===== config.mk =====
export PLATFORM = sky130hd
export DESIGN_NAME = button_command_scheduler_flat
export DESIGN_NICKNAME = d
export VERILOG_FILES = /design/src/rtl/button_command_scheduler_if.sv /design/src/rtl/button_command_scheduler.sv /design/src/flat_wrapper.sv
export SDC_FILE = /design/constraint.sdc
export NUM_CORES = 1
export LEC_CHECK = 0
export CAP_MARGIN = 10
export CORE_MARGIN = 3
export CORE_UTILIZATION = 56
export DETAILED_ROUTE_END_ITERATION = 8
export PLACE_DENSITY = 0.81
export SYNTH_ARGS = -nofsm -noshare
export SYNTH_HDL_FRONTEND = slang
export SYNTH_SLANG_ARGS = --single-unit

===== constraint.sdc =====
create_clock -name i_clk_mhz -period 5.5 [get_ports i_clk_mhz]
set_input_delay 0.55 -clock i_clk_mhz [delete_from_list [all_inputs] [get_ports i_clk_mhz]]
set_output_delay 0.55 -clock i_clk_mhz [all_outputs]
set_load 0.05 [all_outputs]

===== src/rtl/button_command_scheduler_if.sv =====
// Command handshake between the button scheduler (master) and the
// serial-flash test sequencer (slave).
interface button_command_scheduler_if;
  logic       o_cmd_valid;
  logic [2:0] o_cmd_code;
  logic       i_cmd_ready;
  logic       i_op_done;

  modport master (
    output o_cmd_valid,
    output o_cmd_code,
    input  i_cmd_ready,
    input  i_op_done
  );

  modport slave (
    input  o_cmd_valid,
    input  o_cmd_code,
    output i_cmd_ready,
    output i_op_done
  );
endinterface


===== src/rtl/button_command_scheduler.sv =====
// Turns a debounced one-hot button vector into short/long press commands,
// holds each command until the sequencer accepts it, then waits for the
// completion pulse (or a timeout) and for a full release before re-arming.
module button_command_scheduler #(
  parameter int unsigned FCLK       = 20000000,
  parameter int unsigned HOLD_MS    = 1000,
  parameter int unsigned TIMEOUT_MS = 5000
) (
  input  logic                               i_clk_mhz,
  input  logic                               i_rstn_mhz,
  input  logic [3:0]                         i_btns_deb,
  button_command_scheduler_if.master         cmd,
  output logic                               o_busy,
  output logic                               o_timeout,
  output logic [2:0]                         o_last_cmd
);

  // Thresholds are computed in 64 bits so FCLK*MS cannot overflow.
  localparam logic [63:0] C_HOLD64 = 64'(FCLK) * 64'(HOLD_MS) / 64'd1000;
  localparam logic [63:0] C_TO64   = 64'(FCLK) * 64'(TIMEOUT_MS) / 64'd1000;
  localparam logic [31:0] C_HOLD_M1 = C_HOLD64[31:0] - 32'd1;
  localparam logic [31:0] C_TO_M1   = C_TO64[31:0] - 32'd1;

  typedef enum logic [2:0] {
    ST_IDLE  = 3'd0,
    ST_PRESS = 3'd1,
    ST_ISSUE = 3'd2,
    ST_WAIT  = 3'd3,
    ST_REL   = 3'd4
  } state_t;

  state_t      state_q;
  logic [31:0] t_q;
  logic [1:0]  idx_q;
  logic [2:0]  code_q;
  logic        valid_q;
  logic        busy_q;
  logic        timeout_q;
  logic [2:0]  last_q;

  logic [1:0]  idx_d;
  logic        onehot_d;
  logic [3:0]  sel_d;

  // Decode the pressed button index and reject multi-bit vectors.
  always_comb begin
    idx_d    = 2'd0;
    onehot_d = 1'b0;
    case (i_btns_deb)
      4'b0001: begin idx_d = 2'd0; onehot_d = 1'b1; end
      4'b0010: begin idx_d = 2'd1; onehot_d = 1'b1; end
      4'b0100: begin idx_d = 2'd2; onehot_d = 1'b1; end
      4'b1000: begin idx_d = 2'd3; onehot_d = 1'b1; end
      default: begin idx_d = 2'd0; onehot_d = 1'b0; end
    endcase
    sel_d = 4'b0001 << idx_q;
  end

  // Scheduler FSM; all outputs are registered alongside the state.
  always_ff @(posedge i_clk_mhz) begin
    if (!i_rstn_mhz) begin
      state_q   <= ST_IDLE;
      t_q       <= 32'd0;
      idx_q     <= 2'd0;
      code_q    <= 3'd0;
      valid_q   <= 1'b0;
      busy_q    <= 1'b0;
      timeout_q <= 1'b0;
      last_q    <= 3'd0;
    end else begin
      timeout_q <= 1'b0;
      case (state_q)
        ST_IDLE: begin
          if (onehot_d) begin
            idx_q   <= idx_d;
            t_q     <= 32'd0;
            state_q <= ST_PRESS;
          end
        end
        ST_PRESS: begin
          if (i_btns_deb == 4'd0) begin
            // Release wins over the hold threshold in the same cycle.
            code_q  <= {1'b0, idx_q};
            valid_q <= 1'b1;
            busy_q  <= 1'b1;
            t_q     <= 32'd0;
            state_q <= ST_ISSUE;
          end else if (i_btns_deb != sel_d) begin
            // Button changed mid-press: drop it and wait for full release.
            t_q     <= 32'd0;
            state_q <= ST_REL;
          end else if (t_q == C_HOLD_M1) begin
            code_q  <= {1'b1, idx_q};
            valid_q <= 1'b1;
            busy_q  <= 1'b1;
            t_q     <= 32'd0;
            state_q <= ST_ISSUE;
          end else begin
            t_q <= t_q + 32'd1;
          end
        end
        ST_ISSUE: begin
          // No abandon path: the command stays up until accepted.
          if (cmd.i_cmd_ready) begin
            last_q  <= code_q;
            valid_q <= 1'b0;
            t_q     <= 32'd0;
            state_q <= ST_WAIT;
          end
        end
        ST_WAIT: begin
          if (cmd.i_op_done) begin
            busy_q  <= 1'b0;
            t_q     <= 32'd0;
            state_q <= ST_REL;
          end else if (t_q == C_TO_M1) begin
            timeout_q <= 1'b1;
            busy_q    <= 1'b0;
            t_q       <= 32'd0;
            state_q   <= ST_REL;
          end else begin
            t_q <= t_q + 32'd1;
          end
        end
        ST_REL: begin
          // Re-arm only after everything is released, so a held button
          // cannot retrigger.
          if (i_btns_deb == 4'd0) begin
            t_q     <= 32'd0;
            state_q <= ST_IDLE;
          end
        end
        default: begin
          t_q     <= 32'd0;
          valid_q <= 1'b0;
          busy_q  <= 1'b0;
          state_q <= ST_IDLE;
        end
      endcase
    end
  end

  assign cmd.o_cmd_valid = valid_q;
  assign cmd.o_cmd_code  = code_q;
  assign o_busy          = busy_q;
  assign o_timeout       = timeout_q;
  assign o_last_cmd      = last_q;

endmodule

===== src/flat_wrapper.sv =====
// flat-port wrapper written by rule: the top's interface ports become plain ports
module button_command_scheduler_flat 
#(
  parameter int unsigned FCLK       = 20000000,
  parameter int unsigned HOLD_MS    = 1000,
  parameter int unsigned TIMEOUT_MS = 5000
)
  (i_clk_mhz, i_rstn_mhz, i_btns_deb, o_busy, o_timeout, o_last_cmd, cmd_o_cmd_valid, cmd_o_cmd_code, cmd_i_cmd_ready, cmd_i_op_done);
  button_command_scheduler_if cmd_i ();
  input  logic i_clk_mhz;
  input  logic i_rstn_mhz;
  input  logic [3:0] i_btns_deb;
  output logic o_busy;
  output logic o_timeout;
  output logic [2:0] o_last_cmd;
  output wire logic [$bits(cmd_i.o_cmd_valid)-1:0] cmd_o_cmd_valid;
  output wire logic [$bits(cmd_i.o_cmd_code)-1:0] cmd_o_cmd_code;
  input wire logic [$bits(cmd_i.i_cmd_ready)-1:0] cmd_i_cmd_ready;
  input wire logic [$bits(cmd_i.i_op_done)-1:0] cmd_i_op_done;
  assign cmd_o_cmd_valid = cmd_i.o_cmd_valid;
  assign cmd_o_cmd_code = cmd_i.o_cmd_code;
  assign cmd_i.i_cmd_ready = cmd_i_cmd_ready;
  assign cmd_i.i_op_done = cmd_i_op_done;
  button_command_scheduler #(.FCLK(FCLK), .HOLD_MS(HOLD_MS), .TIMEOUT_MS(TIMEOUT_MS)) u_core (.i_clk_mhz(i_clk_mhz), .i_rstn_mhz(i_rstn_mhz), .i_btns_deb(i_btns_deb), .cmd(cmd_i), .o_busy(o_busy), .o_timeout(o_timeout), .o_last_cmd(o_last_cmd));
endmodule

After elaboration in Yosys (flattened, before gate mapping)

Cells that the tools add are included.
Widths: inputs -> output; s select.

Bits in registers: 46
Bits of input ports: 8
Output and inout bits: 9

$add $sub $neg: 1
Equal/unequal tests: 19
Shift operators: 1
Multiplexer cells: 32
Bitwise operators: 4
Reduce and logical (&&, ||, !) cells: 14

Operators by type and width:

| cell                  | count |
|---|---|
| $mux 32               | 8 |
| $pmux 32 s5           | 1 |
| $mux 3                | 11 |
| $add 32x1->32 const B | 1 |
| $eq 32x25->1 const B  | 1 |
| $eq 32x27->1 const B  | 1 |
| $pmux 3 s5            | 1 |
| $reduce_or 3->1       | 3 |
| $mux 1                | 8 |
| $reduce_and 4->1      | 2 |
| $eq 3x2->1 const B    | 2 |
| $pmux 1 s3            | 2 |
| $pmux 2 s3            | 1 |
| $reduce_and 3->1      | 2 |
| $reduce_and 5->1      | 1 |
| $eq 4x1->1 const B    | 1 |
| $eq 4x2->1 const B    | 1 |
| $eq 4x3->1 const B    | 1 |
| $eq 4x4->1 const B    | 1 |
| $logic_not 4->1       | 1 |
| $ne 2x1->1 const B    | 2 |
| $ne 2x2->1 const B    | 2 |
| $ne 4x1->1 const B    | 1 |
| $ne 4x4->1            | 1 |
| 11 further kinds      | 15 |

Longest topological paths before layout

Gate-level depths: netlist of the first run.

Word-level depth: 5
Depth in mapped cells: 10

Least setup slack after synthesis of the first run

No wires, ideal clock.

Kind: input to register
Start point: in i_btns_deb[0]
End point: reg u_core.t_q[27]
Setup time: 133 ps
Data arrival time: 2,408 ps
Setup slack: 2,960 ps
Stages on the path: 8
Cell sequence: buf_2 or4_4 and3_4 a221o_2 nor4_4 nand4_1 xor2_1 nor2_1

Word-level cells in the longest chain between the ends: 5

RTL lines:

| element                            | RTL line                        | source |
|---|---|---|
| from (decl)                        | flat_wrapper.sv:12              | `input logic [3:0] i_btns_deb;` |
| $eq 4x1->1 (tied with other cells) | button_command_scheduler.sv:49  | `case (i_btns_deb)` |
| $reduce_or 4->1 (no source line)   | -                               |  |
| $mux 1                             | button_command_scheduler.sv:49  |  |
| $ne 2x1->1 (no source line)        | -                               |  |
| $reduce_and 3->1 (no source line)  | -                               |  |
| to (signal assigned)               | button_command_scheduler.sv:99  | `t_q <= t_q + 32'd1;` |
| to (signal assigned)               | button_command_scheduler.sv:122 | `t_q <= t_q + 32'd1;` |
| to (decl)                          | button_command_scheduler.sv:33  | `logic [31:0] t_q;` |

Several ways; a longest one is shown, not always the timed one.
A chain may end at the register's enable or synchronous reset.

Worst setup path after layout of the first run

Start point: in i_btns_deb[1]
End point: reg u_core.t_q[27]

Same word-level chain as after synthesis.

==> flow_metrics.py, run 1 <==
metrics = {
    "status": {
        "status": "completed",
    },
    "run": {
        "drv_cap": 0,
    },
    "critical_path": {
        "crit_arrival_ps": 3280,
        "rr_startpoint": "u_core.t_q[0]$_SDFFE_PN0P_",
        "cp.required_ps": 5670,
        "crit_fanout": 10,
        "cp-start-kind": "primary input",
        "crit_path_end_kind": "register",
        "critical_path_class": "primary input to register",
        "crit_start": "i_btns_deb[1]",
    },
    "yosys": {
        "yosysMostFrequentCell": "dfxtp_1",
        "ys_async_sr_fraction": 0,
        "netlist_top_cells_area": "dfxtp_1 36%, nand2_1 5.3%, nor2_1 4.6%, nand4_1 3.7%, mux2i_1 3.5%",
        "yosys.area.top_type_share": 0.361,
        "synth_edf_count": 0,
        "synthFlopType": "dfxtp_1",
        "ys_ff_latch": 46,
        "synth_cell_types": 54,
        "synthesis.nets": 327,
        "yosysTopAreaCell": "dfxtp_1",
        "yosys-top-cells-count": "46 x dfxtp_1, 36 x nand2_1, 31 x nor2_1, 17 x nand3_1, 15 x nand4_1",
        "ys_seq_area_frac": 0.361,
        "syn_area_mm2": 0.00255,
        "avgSynthCellArea_um2": 8.01,
        "syn_inst": 318,
        "synth-warning-count": 0,
    },
    "timing": {
        "fmax_mhz": 322,
        "skew_ps": 5.10,
        "whs_ps": 501,
        "hold_violations": 0,
        "tns_ps": 0,
        "grt_setup_unrepaired": "no",
        "slew_viol_final": 0,
        "finalSetupViolations": 0,
        "slew_headroom": 0.528,
        "tightest_slew_ps": 703,
        "fin_crit_ps": 3100,
        "finalCritPeriodShare": 0.564,
    },
    "pwr": {
        "pwr_density_cell_mw_per_mm2": 252,
        "total_power_uw": 705,
        "leakagePower_uw": 0.000958,
        "ir_drop_mv": 0.185,
    },
    "floorplan": {
        "placementRows": 23,
        "dieArea_mm2": 0.00539,
        "core_mm2": 0.00420,
        "initial_utilization": 0.606,
        "die_h_um": 73.4,
        "io_pins": 17,
        "die_w_um": 73.4,
    },
    "placement": {
        "dp_cells": 367,
        "gp_congestion": 0.915,
        "dp_hpwl_um": 4180,
        "numPortBuffers": 16,
    },
    "clocking": {
        "ctsLongestPathBuffers": 2,
        "cts_tree": "yes",
        "clk_pin_slew_ps": 80,
        "root_buffer": "clkbuf_8",
        "clock_latency_ps": 300,
        "post_cts_resized": 0,
        "clkSinkCount": 46,
        "cts_max_level": 2,
        "cts_hold_buf": 0,
        "postCtsSetupBuffers": 0,
        "cts_buffers": 5,
    },
    "finish": {
        "area_growth_pct": 9.82,
        "drive_above_1_share": 0.0706,
        "fin_cells": 376,
        "final_net_count": 334,
        "diodes": 0,
        "utilization": 0.666,
    },
    "hold_path": {
        "hold_path_class": "register to register",
        "min_from": "u_core.t_q[19]$_SDFFE_PN0P_",
    },
    "routing": {
        "viasPerCell": 6.18,
        "drtIter0Drc": 138,
        "dr.pass1.iters": 5,
        "postRouteAntennaNets": 0,
        "wl_per_cell_um": 15.0,
        "drc": 0,
        "vias": 2323,
        "wirelength_um": 5640,
    },
    "global_route": {
        "overflow": 0,
        "grt_util_all_layers": 0.230,
        "grt_pass1_wl_um": 9850,
        "grt_pass1_vias": 2137,
        "grt_max_degree": 32,
        "antenna_found_initial": 0,
    },
}
through the flow:
step | worst slack (ps) | cell area, um^2
after global routing | 2210 | 2800
after global placement | 1820 | 2690
after CTS | 2010 | 2780
final | 2400 | 2800
after floorplan | 2960 | 2550
after detailed placement | 1700 | 2690
metal layers:
layer  vias to the layer above  global-route usage  share of wire
met5                         -                   0              0
li1                       1184                   -              -
met2                        42               0.356           0.47
met1                      1091               0.323           0.48
met4                         0              0.0724          0.010
met3                         6              0.0397          0.043
path summary, 6_finish.rpt:
path | cells past startpoint | to | slack, ps
setup / recovery | 8 | u_core.t_q[27]$_SDFFE_PN0P_ | 2400
hold / removal | 1 | u_core.t_q[19]$_SDFFE_PN0P_ | 500
setup reg to reg | 8 | u_core.t_q[27]$_SDFFE_PN0P_ | 2690
hold reg to reg | 1 | u_core.t_q[19]$_SDFFE_PN0P_ | 500
area by class of cell:
class	count	area [um^2]
well taps	50	62.6
clock buffers	5	68.8
fillers	371	1400
inverters	5	18.8
multi-input cells	249	1520
flip-flops and latches	46	921
clock inverters	3	21.3
repair buffers	18	183
flip-flops by register name, summed over array words and instances (netlist names):
| signal | cells |
|---|---|
| u_core.t_q | 32 |
| u_core.cmd.o_cmd_code | 3 |
| u_core.o_last_cmd | 3 |
| u_core.state_q | 3 |
| u_core.idx_q | 2 |
| u_core.cmd.o_cmd_valid | 1 |
| u_core.o_busy | 1 |
| u_core.o_timeout | 1 |
kinds of logic after synthesis:
logic type | after synthesis | synth area share
mux | 9 | 0.0354
compound gates | 70 | 0.189
flops | 46 | 0.361
fa+ha+maj | 1 | 0.00491
xor+xnor | 12 | 0.0413
simple gates | 157 | 0.327
buf+inv | 23 | 0.0408
critical path, stage by stage:
cell             delay (ps)
clkdlybuf4s50_1         580
or4_4                   650
nand2_1                  90
a221oi_1                 70
a22oi_1                 410
nand2_1                 280
o21ai_1                 530
nor2_1                  100
cell usage in the layout, fill, tap and decap left out, types with 3 or more instances in the layout:
master / netlist / routed
dfxtp_1: 46 / 46
nand2_1: 36 / 36
nor2_1: 31 / 31
nand3_1: 17 / 17
clkdlybuf4s50_1: 0 / 16
nand4_1: 15 / 15
nor3_1: 14 / 14
o21ai_0: 14 / 14
a21oi_1: 13 / 13
mux2i_1: 9 / 9
xor2_1: 8 / 8
nor4_1: 7 / 7
a22o_1: 7 / 7
a211oi_1: 7 / 7
nor2b_1: 6 / 6
and3_1: 6 / 6
a21o_1: 6 / 6
clkbuf_8: 0 / 5
inv_1: 4 / 4
xnor2_1: 4 / 4
and2_1: 3 / 3
or3_1: 3 / 3
a31oi_1: 3 / 3
o21a_1: 3 / 3
where the power goes:
group	total [uW]	internal (uW)	switching (uW)	leakage, uW
clock	208	89.3	118	0.0000441
sequential	354	339	14.2	0.000371
combinational	144	53.5	90.4	0.000543
total	705	482	223	0.000958
No activity file was read; power rests on OpenSTA's default activity.
==> run 2, diff against run 1 <==
- CORE_UTILIZATION: 56 -> 53
- clock period: 5.5 -> 2.8 ns (I/O delays scaled with it)
==> flow_metrics.py, run 2 (same netlist as run 1, synthesis figures left out) <==
metrics = {
    "status": {
        "status": "completed",
    },
    "timing": {
        "hold_violations": 0,
        "tns_ps": 0,
        "fin_crit_ps": 2590,
        "finalCritPeriodShare": 0.925,
        "fmax_mhz": 386,
        "slew_headroom": 0.567,
        "skew_ps": 4.78,
        "grt_setup_unrepaired": "no",
        "tightest_slew_ps": 645,
        "slew_viol_final": 0,
        "finalSetupViolations": 0,
    },
    "global_route": {
        "grt_pass1_vias": 2160,
        "grt_pass1_wl_um": 10300,
        "grt_util_all_layers": 0.235,
        "overflow": 0,
        "antenna_found_initial": 0,
        "grt_max_degree": 21,
    },
    "finish": {
        "fin_cells": 389,
        "drive_above_1_share": 0.113,
        "fin_area_mm2": 0.00294,
        "largest_reg_flops": 32,
        "diodes": 0,
        "final_cell_mix": "45 x dfxtp_1, 36 x nand2_1, 31 x nor2_1, 17 x nand3_1, 16 x clkdlybuf4s50_1",
        "largest-register": "u_core.t_q",
        "layout_commonest_cell": "dfxtp_1",
        "area_growth_pct": 15.5,
        "final_net_count": 345,
    },
    "floorplan": {
        "die_h_um": 75.3,
        "io_pins": 17,
        "initial_utilization": 0.566,
        "dieArea_mm2": 0.00567,
        "core_mm2": 0.00450,
        "die_w_um": 75.3,
        "placementRows": 24,
    },
    "pwr": {
        "power_switching_uw": 447,
        "pwr-share-clk": 0.371,
        "internal-power_uw": 1160,
        "power_frac_comb": 0.196,
        "leakagePower_uw": 0.00103,
        "ir_drop_mv": 0.330,
        "seqPwrFrac": 0.434,
        "switching_share": 0.279,
        "pwr_density_cell_mw_per_mm2": 545,
    },
    "clocking": {
        "clock_latency_ps": 310,
        "cts_max_level": 2,
        "clkSinkCount": 46,
        "clk_pin_slew_ps": 90,
        "ctsLongestPathBuffers": 2,
        "cts_hold_buf": 0,
        "cts_tree": "yes",
        "cts_buffers": 5,
        "root_buffer": "clkbuf_8",
    },
    "routing": {
        "vias": 2441,
        "dr.pass1.iters": 4,
        "viasPerCell": 6.28,
        "postRouteAntennaNets": 0,
        "wl_per_cell_um": 15.6,
        "drc": 0,
        "wirelength_um": 6060,
        "drtIter0Drc": 184,
    },
    "critical_path": {
        "path_buf_inv": 0,
        "max_stage_delay_ps": 590,
        "crit_family": "simple AND/OR/NAND/NOR gates",
        "cp-start-kind": "register",
        "cp_cell_sequence": "ha_2, and3_1, nand4_1, or4_4, or2_2, a21oi_4, mux2i_1, nor2_1",
        "crit_path_end_kind": "register",
        "crit_path_top_delay_cell": "or4_4",
        "crit_arrival_ps": 2790,
        "cp.required_ps": 3000,
        "crit_fanout": 5,
        "critical_path_class": "register to register",
    },
    "placement": {
        "dp_hpwl_um": 4330,
        "dp_cells": 381,
        "numPortBuffers": 16,
        "gp_congestion": 0.909,
        "place_area_mm2": 0.00279,
    },
    "run": {
        "drv_cap": 0,
    },
    "hold_path": {
        "hold_path_class": "register to register",
    },
}
-- run 2: final cells by class --
class,count,area [um^2]
fillers,390,1560
multi-input cells,249,1540
flip-flops and latches,46,922
repair buffers,29,258
clock buffers,5,68.8
clock inverters,3,68.8
well taps,52,65.1
inverters,5,18.8
-- run 2: power by group through the flow --
stage / logic (uW) / registers [uW] / clock network, uW
finish: 314 / 695 / 594
global route: 344 / 699 / 626
CTS: 308 / 694 / 601
detailed placement: 306 / 709 / 0
global placement: 300 / 708 / 0
floorplan: 231 / 691 / 0
-- run 2: final timing paths --
| path | from | end | slack [ps] | cells past startpoint |
|---|---|---|---|---|
| setup reg to reg | u_core.t_q[1]$_SDFFE_PN0P_ | u_core.cmd.o_cmd_code[1]$_SDFFE_PN0P_ | 210 | 8 |
| hold / removal | u_core.t_q[0]$_SDFFE_PN0P_ | u_core.t_q[0]$_SDFFE_PN0P_ | 470 | 1 |
| hold reg to reg | u_core.t_q[0]$_SDFFE_PN0P_ | u_core.t_q[0]$_SDFFE_PN0P_ | 470 | 1 |
| setup / recovery | u_core.t_q[1]$_SDFFE_PN0P_ | u_core.cmd.o_cmd_code[1]$_SDFFE_PN0P_ | 210 | 8 |
-- run 2: what timing repair did --
action,4_1_cts,5_1_grt
endpoints found under the setup margin,0,17
gates resized for setup,0,5
setup buffers,0,0
-- run 2: routing by layer --
layer | track usage | vias up | part of all wire
li1 | - | 1210 | -
met1 | 0.326 | 1159 | 0.47
met2 | 0.353 | 62 | 0.46
met3 | 0.0515 | 10 | 0.047
met4 | 0.0971 | 0 | 0.017
met5 | 0 | - | 0
-- run 2: through the flow --
step | worst slack [ps] | power, uW | hold WS [ps] | util
floorplan | 390 | 922 | 453 | -
global placement | 102 | 1010 | 480 | 0.618
detailed placement | 34.7 | 1010 | 486 | 0.618
CTS | 21.3 | 1600 | 500 | 0.649
global route | 55.7 | 1670 | 514 | 0.653
finish | 211 | 1600 | 475 | 0.653
==> run 3, diff against run 2 <==
- CORE_UTILIZATION: 53 -> 43
- GPL_TIMING_DRIVEN: not set -> 0
- PLACE_DENSITY: 0.81 -> not set
==> flow_metrics.py, run 3 (same netlist as run 1, synthesis figures left out) <==
metrics = {
    "status": {
        "status": "completed",
    },
    "critical_path": {
        "critical_path_class": "register to register",
        "crit_arrival_ps": 2830,
        "crit_path_end_kind": "register",
        "r2r_cells": 8,
        "cp-start-kind": "register",
        "rr_startpoint": "u_core.t_q[0]$_SDFFE_PN0P_",
        "endpoint": "u_core.cmd.o_cmd_code[0]$_SDFFE_PN0P_",
        "r2r-end": "u_core.cmd.o_cmd_code[0]$_SDFFE_PN0P_",
        "rrSetupSlack_ps": 140,
        "cp.required_ps": 2980,
        "crit_start": "u_core.t_q[0]$_SDFFE_PN0P_",
        "crit_fanout": 5,
    },
    "placement": {
        "dp_hpwl_um": 4570,
        "numPortBuffers": 13,
        "dp_cells": 403,
        "gp_congestion": 0.861,
    },
    "clocking": {
        "cts_tree": "yes",
        "cts_buffers": 5,
        "cts_max_level": 2,
        "root_buffer": "clkbuf_8",
        "clkSinkCount": 46,
        "ctsLongestPathBuffers": 2,
        "clk_pin_slew_ps": 100,
        "clock_latency_ps": 310,
    },
    "timing": {
        "hold_violations": 0,
        "fin_crit_ps": 2660,
        "slew_viol_final": 0,
        "tightest_slew_ps": 710,
        "finalCritPeriodShare": 0.948,
        "fmax_mhz": 377,
        "slew_headroom": 0.523,
        "skew_ps": 10.9,
        "finalSetupViolations": 0,
    },
    "routing": {
        "drtIter0Drc": 127,
        "dr.pass1.iters": 4,
        "viasPerCell": 5.75,
        "drc": 0,
        "wl_per_cell_um": 15.4,
        "wirelength_um": 6330,
        "vias": 2370,
        "postRouteAntennaNets": 0,
    },
    "hold_path": {
        "min_from": "i_btns_deb[1]",
        "hold_path_class": "primary input to register",
    },
    "pwr": {
        "total_power_uw": 1600,
        "pwr_density_cell_mw_per_mm2": 545,
        "leakagePower_uw": 0.00101,
        "ir_drop_mv": 0.275,
    },
    "finish": {
        "largest_reg_flops": 32,
        "fin_cells": 412,
        "largest-register": "u_core.t_q",
        "drive_above_1_share": 0.0941,
        "final_cell_mix": "46 x dfxtp_1, 36 x nand2_1, 31 x nor2_1, 17 x nand3_1, 15 x nand4_1",
        "layout_commonest_cell": "dfxtp_1",
        "final_net_count": 348,
        "diodes": 0,
        "area_growth_pct": 15.2,
        "fillerInstances": 563,
    },
    "floorplan": {
        "dieArea_mm2": 0.00688,
        "initial_utilization": 0.454,
        "die_h_um": 83.0,
        "io_pins": 17,
        "die_w_um": 83.0,
        "placementRows": 27,
        "core_mm2": 0.00561,
    },
    "global_route": {
        "grt_util_all_layers": 0.182,
        "grt_pass1_wl_um": 10500,
        "overflow": 0,
        "grt_max_degree": 16,
        "grt_pass1_vias": 2213,
        "antenna_found_initial": 0,
    },
    "run": {
        "drv_cap": 0,
    },
}
## run 3: critical path: stages (launching register included)
cell,delay [ps]
dfxtp_1,410
ha_1,230
and3_1,230
nand4_1,160
or4_1,620
or2_2,370
a21oi_4,250
mux2i_1,210
nor2_1,50
## run 3: through the flow
stage / hold WS, ps / setup slack, ps / utilization / cell area (um^2) / TNS, ps
floorplan: 453 / 390 / - / 2550 / 0
global placement: 477 / -222 / 0.494 / 2770 / -3230
detailed placement: 486 / -256 / 0.494 / 2770 / -3620
CTS: 351 / 6.08 / 0.518 / 2910 / 0
global route: 423 / -13.9 / 0.523 / 2940 / -34.2
finish: 363 / 144 / 0.523 / 2940 / 0
## run 3: layer usage
layer	wire length, um	global-route usage	part of all wire	vias to the layer above
met5	0	0	0	-
li1	-	-	-	1214
met1	3070	0.257	0.48	1106
met3	304	0.0317	0.048	4
met4	43	0.0342	0.0068	0
met2	2910	0.292	0.46	46
## run 3: worst min-delay path by stage
stage	cells after the start	to	slack [ps]
after floorplan	1	u_core.t_q[19]$_SDFFE_PN0P_	450
after global placement	2	u_core.o_last_cmd[2]$_SDFFE_PN0P_	480
after detailed placement	2	u_core.o_last_cmd[1]$_SDFFE_PN0P_	490
after CTS	4	u_core.idx_q[1]$_SDFFE_PN0P_	350
after global routing	2	u_core.state_q[2]$_SDFFE_PN0P_	420
final	4	u_core.idx_q[1]$_SDFFE_PN0P_	360
## run 3: where the power goes
group / leakage [uW] / internal (uW) / switching, uW
logic: 0.000575 / 110 / 208
clock network: 0.0000683 / 358 / 248
registers: 0.000371 / 667 / 9.27
total: 0.00101 / 1130 / 465
## run 3: area by class of cell
type	count	area, um^2	share of cell area
tap	72	90.1	0.0307
inverter	5	18.8	0.00639
multi-input combinational	249	1550	0.526
timing repair buffer	14	138	0.0469
clock buffer	5	68.8	0.0234
clock inverter	3	68.8	0.0234
sequential	46	921	0.314
buffer	18	85.1	0.0290
## run 3: timing repair
| action | 4_1_cts | 5_1_grt |
|---|---|---|
| buffers inserted | 0 | 1 |
| endpoints found under the setup margin | 0 | 19 |
| hold buffers | 0 | 0 |
| resized for setup | 0 | 4 |
